### src/rtl/eth_frame_scheduler.sv
// Round-robin frame scheduler: drains four FWFT FIFOs into a byte-wide transmitter
// as frames of a 2-byte header, PAYLOAD_LEN payload bytes, then an inter-frame gap.
module eth_frame_scheduler #(
   parameter int PAYLOAD_LEN = 1024,
   parameter int IFG_CYCLES  = 16
) (
   input  logic        clk,
   input  logic        rst,
   input  logic [3:0]  ch_enable,
   input  logic [3:0]  ch_ready,
   input  logic [3:0]  ch_empty,
   input  logic [31:0] ch_dout,
   output logic [3:0]  ch_rd_en,
   input  logic        din_rdy,
   output logic        eth_en,
   output logic [7:0]  eth_data,
   output logic [1:0]  grant,
   output logic        frame_done,
   output logic        underrun,
   input  logic        clr_status
);

   localparam int             BCW       = $clog2(PAYLOAD_LEN + 1);
   localparam logic [BCW-1:0] LAST_BYTE = BCW'(PAYLOAD_LEN - 1);
   localparam logic [7:0]     LAST_GAP  = 8'(IFG_CYCLES - 1);

   typedef enum logic [2:0] {IDLE, HDR0, HDR1, PAYLOAD, GAP} state_t;

   state_t         r_state;
   state_t         w_next;
   logic [1:0]     r_grant;
   logic [1:0]     r_last_grant;
   logic [1:0]     w_pick;
   logic           w_pick_valid;
   logic [7:0]     r_seq [4];
   logic [BCW-1:0] r_byte_cnt;
   logic [7:0]     r_gap_cnt;
   logic           r_eth_en;
   logic           r_frame_done;
   logic           r_underrun;
   logic [3:0]     w_req;
   logic           w_xfer;
   logic           w_last_xfer;
   logic           w_gap_end;
   logic           w_granted_empty;
   logic [7:0]     w_granted_dout;

   assign w_req           = ch_ready & ch_enable;
   assign w_xfer          = r_eth_en & din_rdy;
   assign w_granted_empty = ch_empty[r_grant];
   assign w_granted_dout  = ch_dout[{r_grant, 3'b000} +: 8];
   assign w_last_xfer     = (r_state == PAYLOAD) && w_xfer && (r_byte_cnt == LAST_BYTE);
   assign w_gap_end       = (r_state == GAP) && (r_gap_cnt == LAST_GAP);

   // Scanning offsets 4 down to 1 lets the nearest requester after last_grant win.
   always_comb begin
      w_pick       = r_last_grant;
      w_pick_valid = 1'b0;
      for (int i = 4; i >= 1; i--) begin
         if (w_req[r_last_grant + 2'(i)]) begin
            w_pick       = r_last_grant + 2'(i);
            w_pick_valid = 1'b1;
         end
      end
   end

   always_ff @(posedge clk) begin
      if (rst) begin
         r_state <= IDLE;
      end else begin
         r_state <= w_next;
      end
   end

   always_comb begin
      w_next = r_state;
      case (r_state)
         IDLE:    if (w_pick_valid) w_next = HDR0;
         HDR0:    if (w_xfer)       w_next = HDR1;
         HDR1:    if (w_xfer)       w_next = PAYLOAD;
         PAYLOAD: if (w_last_xfer)  w_next = GAP;
         GAP:     if (w_gap_end)    w_next = IDLE;
         default:                   w_next = IDLE;
      endcase
   end

   // Pops are suppressed during reset so an aborted frame cannot steal a FIFO byte.
   always_comb begin
      eth_data = 8'h00;
      ch_rd_en = 4'b0000;
      case (r_state)
         HDR0:    eth_data = {4'hA, 2'b00, r_grant};
         HDR1:    eth_data = r_seq[r_grant];
         PAYLOAD: begin
            eth_data          = w_granted_empty ? 8'h00 : w_granted_dout;
            ch_rd_en[r_grant] = din_rdy & ~w_granted_empty & ~rst;
         end
         default: ;
      endcase
   end

   always_ff @(posedge clk) begin
      if (rst) begin
         r_grant      <= 2'd0;
         r_last_grant <= 2'd3;
         r_byte_cnt   <= '0;
         r_gap_cnt    <= 8'd0;
         r_eth_en     <= 1'b0;
         r_frame_done <= 1'b0;
         r_underrun   <= 1'b0;
         for (int i = 0; i < 4; i++) begin
            r_seq[i] <= 8'd0;
         end
      end else begin
         r_eth_en     <= (w_next inside {HDR0, HDR1, PAYLOAD});
         r_frame_done <= w_last_xfer;
         if (r_state == IDLE && w_pick_valid) begin
            r_grant <= w_pick;
         end
         if (r_state == PAYLOAD && w_xfer) begin
            r_byte_cnt <= w_last_xfer ? '0 : r_byte_cnt + BCW'(1);
         end
         if (r_state == GAP && !w_gap_end) begin
            r_gap_cnt <= r_gap_cnt + 8'd1;
         end else begin
            r_gap_cnt <= 8'd0;
         end
         if (w_last_xfer) begin
            r_seq[r_grant] <= r_seq[r_grant] + 8'd1;
            r_last_grant   <= r_grant;
         end
         // A fresh underrun takes priority over a simultaneous clear.
         if (r_state == PAYLOAD && din_rdy && w_granted_empty) begin
            r_underrun <= 1'b1;
         end else if (clr_status) begin
            r_underrun <= 1'b0;
         end
      end
   end

   assign eth_en     = r_eth_en;
   assign grant      = r_grant;
   assign frame_done = r_frame_done;
   assign underrun   = r_underrun;

endmodule

### config.mk
export PLATFORM = sky130hd
export DESIGN_NAME = eth_frame_scheduler
export DESIGN_NICKNAME = d
export VERILOG_FILES = /design/src/rtl/eth_frame_scheduler.sv
export SDC_FILE = /design/constraint.sdc
export NUM_CORES = 1
export LEC_CHECK = 0
export BUFFER_PORTS_ARGS = -buffer_cell sky130_fd_sc_hd__buf_4
export CAP_MARGIN = 20
export CELL_PAD_IN_SITES_DETAIL_PLACEMENT = 2
export CELL_PAD_IN_SITES_GLOBAL_PLACEMENT = 2
export CORE_ASPECT_RATIO = 0.7
export CORE_MARGIN = 3
export CORE_UTILIZATION = 36
export CTS_BUF_LIST = sky130_fd_sc_hd__clkbuf_4 sky130_fd_sc_hd__clkbuf_8
export CTS_CLUSTER_DIAMETER = 120
export CTS_CLUSTER_SIZE = 20
export DETAILED_ROUTE_END_ITERATION = 10
export PLACE_DENSITY = 0.91
export RECOVER_POWER = 25
export SLEW_MARGIN = 20
export SYNTH_ARGS = -nofsm -noshare
export SYNTH_HDL_FRONTEND = slang
export SYNTH_SLANG_ARGS = --single-unit
### constraint.sdc
create_clock -name clk -period 3.22 [get_ports clk]
set_input_delay 0.644 -clock clk [delete_from_list [all_inputs] [get_ports clk]]
set_output_delay 0.644 -clock clk [all_outputs]
set_load 0.02 [all_outputs]
# [Word level (Yosys, flattened, before mapping)]
# Memory sizes are Yosys's and may differ from the RTL's. A register that Yosys moved wholly into a read port is not among the register bits.
# Index checks and enable logic that the tools add are counted.
# Widths: inputs -> output; s select.
[totals] register_bits=29 latch_bits=0 ramBits=32 rom_bits=0 inputBits=48 output_inout_bits=17 elab_cells=94 mem_count=1
[memory_table] memory="r_seq" depth=4 width=8 rd=1 rd_clocked_by_memory_dff=1 wr=4 line="35" text="logic [7:0] r_seq [4];"
[op_classes] addsub=6 multipliers=0 div_mod_pow=0 magnitude_cmp=6 n_eq_ne=9 n_shift=1 n_mux=41 n_bitwise=8 reduce_logical=14
[op_table] op="$shiftx 32x6->8" n=1
[op_table] op="$pmux 8 s3" n=1
[op_table] op="$mux 1" n=18
[op_table] op="$add 8x1->8 const B" n=2
[op_table] op="$mux 8" n=2
[op_table] op="$lt 2x3->1 const B" n=5
[op_table] op="$mux 3" n=5
[op_table] op="$pmux 3 s5" n=1
[op_table] op="$eq 3x2->1 const B" n=4
[op_table] op="$mux 2" n=6
[op_table] op="$add 11x1->11 const B" n=1
[op_table] op="$eq 11x10->1 const B" n=1
[op_table] op="$mux 11" n=1
[op_table] op="$bmux 1 s2" n=5
[op_table] op="$and 4x4->4" n=2
[op_table] op="$eq 8x4->1 const B" n=1
[op_table] op="$logic_and 1x1->1" n=8
[op_table] op="$reduce_or 8->1" n=1
[op_table] op="$eq 3x1->1 const B" n=2
[op_table] op="$add 2x2->2 const B" n=2
[op_table] op="$mux 4" n=1
[op_table] op="$and 1x1->1" n=3
[op_table] op="$eq 3x3->1 const B" n=1
[op_table] op="$logic_not 3->1" n=1
[op_table] op="other kinds (8)" n=10

# [Longest topological paths before layout]
# Gate-level depths: netlist of the first run.
[logic_depth] word_depth=11 ltp_mapped=7

# [Least setup slack after synthesis of the first run]
# OpenSTA, ideal clock, no wires.
[synth_timing] kind="register -> output" from="register r_grant[0] (netlist: grant[0])" to="output port ch_rd_en[0]" t_arrival_ps=2198 t_required_ps=2576 setup_slack_ps=378 path_stages_with_launch=5 path_cell_list="dfxtp_1 -> clkbuf_1 -> mux4_2 -> or4b_1 -> nor2_1"
[synth_between] elab_chain_cells=7 word_cells_on_any_way=12 classes_between="order compare: 2; mux: 5; bitwise: 4; reduce/logical: 1"
[synth_rtl] item="start: declaration" line="31" text="logic [1:0] r_grant;"
[synth_rtl] item="start signal: assignment" line="118" text="r_grant <= w_pick;"
[synth_rtl] item="branches (longest 5 deep; another with $lt 2x3->1)"
[synth_rtl] item="$and 4x4->4 (no source line) (*)"
[synth_rtl] item="$mux 4 (*)" line="91" text="case (r_state)"
[synth_rtl] item="end: declaration" line="13" text="output logic [3:0] ch_rd_en,"
# Mark *: on every way between the ends. The select of a mux whose other input is x is not followed.

# [Worst setup path after layout of the first run]
[layout_timing] from="register r_state[1]" to="output port ch_rd_en[1]"
[layout_between] elab_chain_cells=2
[layout_rtl] item="start: declaration" line="29" text="state_t r_state;"
[layout_rtl] item="start signal: assignment" line="71" text="r_state <= w_next;"
[layout_rtl] item="$eq 3x2->1" line="91"
[layout_rtl] item="$mux 4" line="91"
# No other way between the ends.

==> results.md, run 1 <==
* CTS Buf Count at 9
* Type of the setup path with the least slack: reg2out
* Worst max-slew margin expressed relative to the limit at 0.153
* Antenna violation net count after detailed routing at 0
* Setup crit end kind: output port
* PortBufs at 64
* Post-synthesis sequential area ratio at 0.478
* Area taken by flip-flops and latches at 0.00158 sq mm
* Final cycle utilization of the critical path at 0.945
* Areal power density over the cells at 473 mW/mm^2
* Nets@finish at 432
* Clk network pwr share at 0.331
* # H-tree levels at 3
* Worst endpoint data arrival time at ~2.4 ns
* Post-synth ARST share at 0
* Cells after synthesis at 313
* Final hold violation count at 0
* Internal power at roughly 1.3 mW
* Max Slew Vio Count at 0
* Result of the run: finished, final reports clean
* Setup violations, final at 0
* Skew-Pair Late Insertion Delay at about 0.36 ns
* Worst path cell trace: nand3b_1, or4b_1, nor2_1, buf_4
* Hold/Removal Path Class: reg2reg
* Initial cell density of the core at 0.380
* Highest achievable clock rate at 0.329 GHz
* Worst vdd ir at 0.000234 V
* Residual overflow from global routing at 0
* Clock tree from TritonCTS: done
* Syn Nets at roughly 360
* Antenna violations before repair at 0
* Placer's final routability congestion estimate at slightly below 0.9
* Switching power summed over all nets at just over 0.6 mW
* Die X at 121 microns
* Largest net degree at the start of global routing at 28
* Die height at about 86 microns
* Synth Register Bits at 63
* Layout cell share with drive strength beyond 1 at 0.272
* Ports placed on the boundary at between 60 and 70
* Sw Ratio at 0.321
* Area share of the largest cell type after synthesis at 0.291
* Die area at 0.0104 sq mm
* First-pass iteration count of the detailed router at 4
* Hold buffers post-CTS at 0
* Cell Count Post-Placement at approximately 500
* Leak Pwr at approximately 1.5 nW
* Via count at a little under 3k
* Area used by multi-input combinational logic at 0.00156 sq mm
* Post-CTS Setup Repair Bufs at 0
* Prevailing post-synth register cell: sky130_fd_sc_hd__edfxtp_1
* Avg Cell Area, Syn at ~11 sq um
* Count of flip-flops with a built-in enable after synthesis at 32
* Overall power consumption at about 1.9 mW
* Crit-path leading delay family: simple AND/OR/NAND/NOR gates
* Largest clock skew in the final design at 0.0155 ns
* Detailed placement HPWL at 8.42 mm
* Largest area contributor in the netlist: sky130_fd_sc_hd__edfxtp_1
* Post-synthesis instance area at 0.00331 sq mm
* Number of distinct standard cells referenced by the synthesized netlist at 51
* Number of buffers between clock root and the deepest sink at 2
* Slowest stage delay, CP at 0.71 ns
* Max-capacitance violation count at 0
* Flop pwr share at 0.472
* Sinks on the clock net at between 60 and 70
* Number of global-route vias before repair at roughly 3.3k
* Number of resized instances in the post-cts repair step at 0
* Wire length of the first global-routing pass at ~20 mm
* Number of placement rows at 28
* Data required time of the critical path at 2.58 ns
* DRT Wirelength at roughly 13 mm
* Commonest non-fill, non-tap cell in the layout: sky130_fd_sc_hd__buf_4
* Worst slew pin tran at 1.27 ns
* Final cell count without fillers at 506
* Layout-stage area growth over the synthesis result at 22.9%
* Iteration-0 DRC count of the detailed router at 199
* CP Buf/Inv Count at 1
* Portion of total power attributed to combinational logic at 0.197
* Average vias per placed instance at 5.84
* DR DRC count at 0
* Clock-pin slew of the registers on the worst-case setup and hold paths at ~0.08 ns
* Shortest clock period the worst path allows after layout at approximately 3.0 ns
* Synth warn at 0
* Critical-path top delay cell: sky130_fd_sc_hd__or4b_1
* Commonest cells after routing, fill and taps aside: sky130_fd_sc_hd__buf_4 (67), sky130_fd_sc_hd__nor2_1 (32), sky130_fd_sc_hd__edfxtp_1 (32), sky130_fd_sc_hd__dfxtp_1 (31)
* Floorplan Core Area at around 0.0087 sq mm
* WL/cell at about 25 microns
* Root cell of the clock tree: sky130_fd_sc_hd__clkbuf_8
* Setup TNS after final layout at 0 ns
* Fill cells at between 900 and 1k
* Number of antenna diodes at 0
* GRT Resource Usage Total at 0.250
* CP max FO at 9
* Setup repair after global routing missed its margin: no
* Crit start category: register
* Cell types with the largest area share after synthesis: sky130_fd_sc_hd__edfxtp_1 (29%), sky130_fd_sc_hd__dfxtp_1 (19%), sky130_fd_sc_hd__mux4_2 (9.5%)
-- power by group through the flow --
stage | Clock [mW] | Combinational [mW] | Sequential (mW)
finish | 0.636 | 0.378 | 0.905
global route | 0.681 | 0.403 | 0.907
CTS | 0.641 | 0.378 | 0.906
detailed placement | 0 | 0.361 | 0.921
global placement | 0 | 0.340 | 0.916
floorplan | 0 | 0.227 | 0.902
-- through the flow --
stage	utilization	cell area, sq um	hold slack [ns]	setup WS, ns
global route	0.467	4060	0.497	0.0358
global placement	0.452	3930	0.442	0.349
floorplan	-	3310	0.426	0.378
detailed placement	0.452	3930	0.456	0.324
CTS	0.472	4100	0.472	0.163
finish	0.467	4060	0.469	0.177
-- flip-flops by register name (all words and copies together), names as in the netlist, named ones only --
register and count:
r_seq 32, r_byte_cnt 11, r_gap_cnt 8, r_state 3, grant 2, r_last_grant 2, eth_en 1, frame_done 1
underrun 1
-- cells by family (layout without fill, tap and decap cells) --
| group | Yosys count | after routing | synth area share |
|---|---|---|---|
| adders and majority gates | 3 | 3 | 0.0114 |
| buffers and inverters | 34 | 107 | 0.0450 |
| and+or+nand+nor | 118 | 118 | 0.186 |
| muxes | 17 | 17 | 0.119 |
| AOI/OAI and AO/OA | 63 | 63 | 0.120 |
| DFF | 63 | 63 | 0.478 |
| xor gates and xnor gates | 15 | 15 | 0.0397 |
-- cells in the mapped netlist, drive strengths merged, types with 6 or more instances --
cell,instances
inv,17
a211oi,6
edfxtp,32
buf,6
xor2,6
xnor2,9
nor2,32
nor3,13
nand2,22
a21oi,17
or3,6
mux4,17
clkbuf,11
dfxtp,31
o21ai,22
nand3,15
-- per-layer routing --
| metal | routed length, microns | track usage | part of all wire |
|---|---|---|---|
| met5 | 0 | 0 | 0 |
| met4 | 264 | 0.0730 | 0.021 |
| met3 | 859 | 0.0613 | 0.068 |
| met2 | 6290 | 0.437 | 0.50 |
| met1 | 5170 | 0.310 | 0.41 |
-- area by class of cell --
| cell class | count | share of cell area |
|---|---|---|
| Tap cell | 120 | 0.0370 |
| Sequential cell | 63 | 0.389 |
| Inverter | 17 | 0.0157 |
| Clock buffer | 9 | 0.0305 |
| Clock inverter | 7 | 0.0123 |
| Timing Repair Buffer | 74 | 0.130 |
| Multi-Input combinational cell | 216 | 0.385 |
-- worst paths after layout --
check	startpoint	end	slack, ns	depth (start not counted)
max	r_state[1]	ch_rd_en[1]	0.18	4
min	r_gap_cnt[0]	r_gap_cnt[0]	0.47	1
max reg2reg	r_state[1]	r_seq[2][4]	0.30	6
min reg2reg	r_gap_cnt[0]	r_gap_cnt[0]	0.47	1
(Power assumes the default switching activity.)
==> run 2: changes to the inputs <==
--- a/config.mk
+++ b/config.mk
@@ -17,7 +17,6 @@
 export CTS_CLUSTER_SIZE = 20
 export DETAILED_ROUTE_END_ITERATION = 10
 export PLACE_DENSITY = 0.91
-export RECOVER_POWER = 25
 export SLEW_MARGIN = 20
 export SYNTH_ARGS = -nofsm -noshare
 export SYNTH_HDL_FRONTEND = slang
==> run 2 against run 1 <==
Sequential cell count unchanged. Hold slack about the same. Critical endpoint is now eth_data[0]. Final cell count unchanged. Critical path type unchanged.
==> results.md, run 2 (synthesis gave the netlist of run 1 again) <==
* Number of resized instances in the post-cts repair step at 0 (unchanged)
* Setup crit end kind: output port (unchanged)
* WL/cell at 24.9 microns (about the same)
* Post-CTS Setup Repair Bufs at 0 (unchanged)
* Data required time of the critical path at 2.58 ns (about the same)
* Leak Pwr at 1.51 nW (was 1.46 nW)
* Layout-stage area growth over the synthesis result at 24.1% (was 22.9%)
* Type of the setup path with the least slack: reg2out (unchanged)
* Clk network pwr share at 0.330 (was 0.331)
* Skew-Pair Late Insertion Delay at 0.36 ns (about the same)
* Sinks on the clock net at 63 (unchanged)
* Worst slew pin tran at 0.816 ns (was 1.27 ns)
* Number of buffers between clock root and the deepest sink at 2 (unchanged)
* Max-capacitance violation count at 0 (unchanged)
* Layout cell share with drive strength beyond 1 at 0.293 (was 0.272)
* Setup violations, final at 0 (unchanged)
* Largest net degree at the start of global routing at 28 (unchanged)
* Ports placed on the boundary at 65 (unchanged)
* Initial cell density of the core at 0.380 (unchanged)
* Largest registers: r_seq (32), r_byte_cnt (11), r_gap_cnt (8) (unchanged)
* Worst vdd ir at 0.000239 V (was 0.000234 V)
* Cell area after layout at 0.00410 sq mm (was 0.00406 sq mm)
* Sw Ratio at 0.321 (about the same)
* Worst endpoint data arrival time at 2.39 ns (was 2.40 ns)
* Root cell of the clock tree: sky130_fd_sc_hd__clkbuf_8 (unchanged)
* Number of global-route vias before repair at 3,314 (unchanged)
* Max Slew Vio Count at 0 (unchanged)
* Switching power summed over all nets at 0.618 mW (was 0.617 mW)
* Wire length of the first global-routing pass at 19.6 mm (unchanged)
* Detailed placement HPWL at 8.42 mm (unchanged)
* GR Layer Usage met3 at 0.0613 (unchanged)
* Number of placement rows at 28 (unchanged)
* Final cycle utilization of the critical path at 0.943 (was 0.945)
* CP max FO at 8 (was 9)
* GRT Resource Usage Total at 0.250 (unchanged)
* Crit start category: register (unchanged)
* Setup TNS after final layout at 0 ns (unchanged)
* Post-Place Cell Area at 0.00393 sq mm (unchanged)
* DR DRC count at 0 (unchanged)
* Reg with most FFs: r_seq (unchanged)
* Overall power consumption at 1.92 mW (about the same)
* Commonest non-fill, non-tap cell in the layout: sky130_fd_sc_hd__buf_4 (unchanged)
* Average vias per placed instance at 5.87 (was 5.84)
* Final hold violation count at 0 (unchanged)
* DRT Wirelength at 12.6 mm (about the same)
* Portion of total power attributed to combinational logic at 0.199 (was 0.197)
* Hold buffers post-CTS at 0 (unchanged)
* Number of flip-flops in the largest register at 32 (unchanged)
* Commonest cells after routing, fill and taps aside: sky130_fd_sc_hd__buf_4 (74), sky130_fd_sc_hd__nor2_1 (32), sky130_fd_sc_hd__edfxtp_1 (32), sky130_fd_sc_hd__dfxtp_1 (31) (was sky130_fd_sc_hd__buf_4 (67), sky130_fd_sc_hd__nor2_1 (32), sky130_fd_sc_hd__edfxtp_1 (32), sky130_fd_sc_hd__dfxtp_1 (31))
* Floorplan Core Area at 0.00869 sq mm (unchanged)
* Antenna violations before repair at 0 (unchanged)
* Antenna violation net count after detailed routing at 0 (unchanged)
* Die area at 0.0104 sq mm (unchanged)
* Nets@finish at 432 (unchanged)
* Flop pwr share at 0.471 (was 0.472)
* Via count at 2,971 (was 2,953)
* Die X at 121 microns (unchanged)
* Highest achievable clock rate at 0.329 GHz (about the same)
* Hold/Removal Path Class: reg2reg (unchanged)
* Clock tree from TritonCTS: done (unchanged)
* Setup repair after global routing missed its margin: no (unchanged)
* Worst max-slew margin expressed relative to the limit at 0.455 (was 0.153)
* Placer's final routability congestion estimate at 0.874 (unchanged)
* Iteration-0 DRC count of the detailed router at 178 (was 199)
* Internal power at 1.31 mW (was 1.30 mW)
* Clock-pin slew of the registers on the worst-case setup and hold paths at 0.09 ns (was 0.08 ns)
* CTS Buf Count at 9 (unchanged)
* Result of the run: finished, final reports clean (unchanged)
* Shortest clock period the worst path allows after layout at 3.04 ns (about the same)
* PortBufs at 64 (unchanged)
* # H-tree levels at 3 (unchanged)
* Core Util, Final at 0.472 (was 0.467)
* Met2 Use GR at 0.437 (unchanged)
* Die height at 86.2 microns (unchanged)
* Met1 routing resource usage after global routing at 0.310 (unchanged)
* Residual overflow from global routing at 0 (unchanged)
* Areal power density over the cells at 469 mW/mm^2 (was 473 mW/mm^2)
* Gr busiest metal: met2 (unchanged)
* First-pass iteration count of the detailed router at 4 (unchanged)
* Number of antenna diodes at 0 (unchanged)
* Largest clock skew in the final design at 0.0157 ns (was 0.0155 ns)
[run 2: cell count changes in the layout (fill, tap and decap cells not counted)]
cell                        before  now
sky130_fd_sc_hd__buf_4          67   74
sky130_fd_sc_hd__nand3b_1        2    1
sky130_fd_sc_hd__a2111oi_1       0    1
sky130_fd_sc_hd__clkbuf_1        7    0
sky130_fd_sc_hd__nand3b_4        0    1
sky130_fd_sc_hd__a2111oi_0       1    0
[run 2: final cells by class]
| cell class | count | area [sq um] |
|---|---|---|
| tap | 120 | 150 |
| fill | 945 | 4590 |
| inverter | 17 | 63.8 |
| clock inverter | 7 | 50.0 |
| clock buffer | 9 | 124 |
| timing repair buffer | 74 | 556 |
| multi-input combinational | 216 | 1580 |
| sequential | 63 | 1580 |
[run 2: layer usage]
layer | vias up | routed length [microns] | part of all wire
li1 | 1314 | - | -
met1 | 1506 | 5180 | 0.41
met2 | 129 | 6300 | 0.50
met3 | 22 | 849 | 0.067
met4 | 0 | 263 | 0.021
met5 | - | 0 | 0
[run 2: worst max-delay path: stages, from the launching register on]
cell and delay [ns]:
sky130_fd_sc_hd__dfxtp_1 0.74, sky130_fd_sc_hd__mux4_2 0.71, sky130_fd_sc_hd__a22oi_1 0.26, sky130_fd_sc_hd__o21ai_0 0.14
sky130_fd_sc_hd__buf_4 0.18
[run 2: final timing paths]
path,start,to,slack [ns],cells past startpoint
setup reg to reg,register,r_seq[2][4],0.51,5
setup / recovery,register,eth_data[0],0.18,4
hold reg to reg,r_gap_cnt[0],r_gap_cnt[0],0.47,1
hold / removal,r_gap_cnt[0],r_gap_cnt[0],0.47,1
[run 2: power groups by stage]
| stage | Sequential [mW] | Clock (mW) | Combinational (mW) |
|---|---|---|---|
| finish | 0.906 | 0.634 | 0.383 |
| global route | 0.909 | 0.681 | 0.406 |
| CTS | 0.906 | 0.641 | 0.378 |
| detailed placement | 0.921 | 0 | 0.361 |
| global placement | 0.916 | 0 | 0.340 |
| floorplan | 0.902 | 0 | 0.227 |
[run 2: metrics by stage]
stage	hold WS, ns	cells	setup slack, ns
2_1_floorplan	0.426	313	0.378
5_1_grt	0.497	506	0.0354
6_report	0.469	506	0.182
3_5_place_dp	0.456	490	0.324
4_1_cts	0.472	506	0.163
3_3_place_gp	0.442	490	0.349
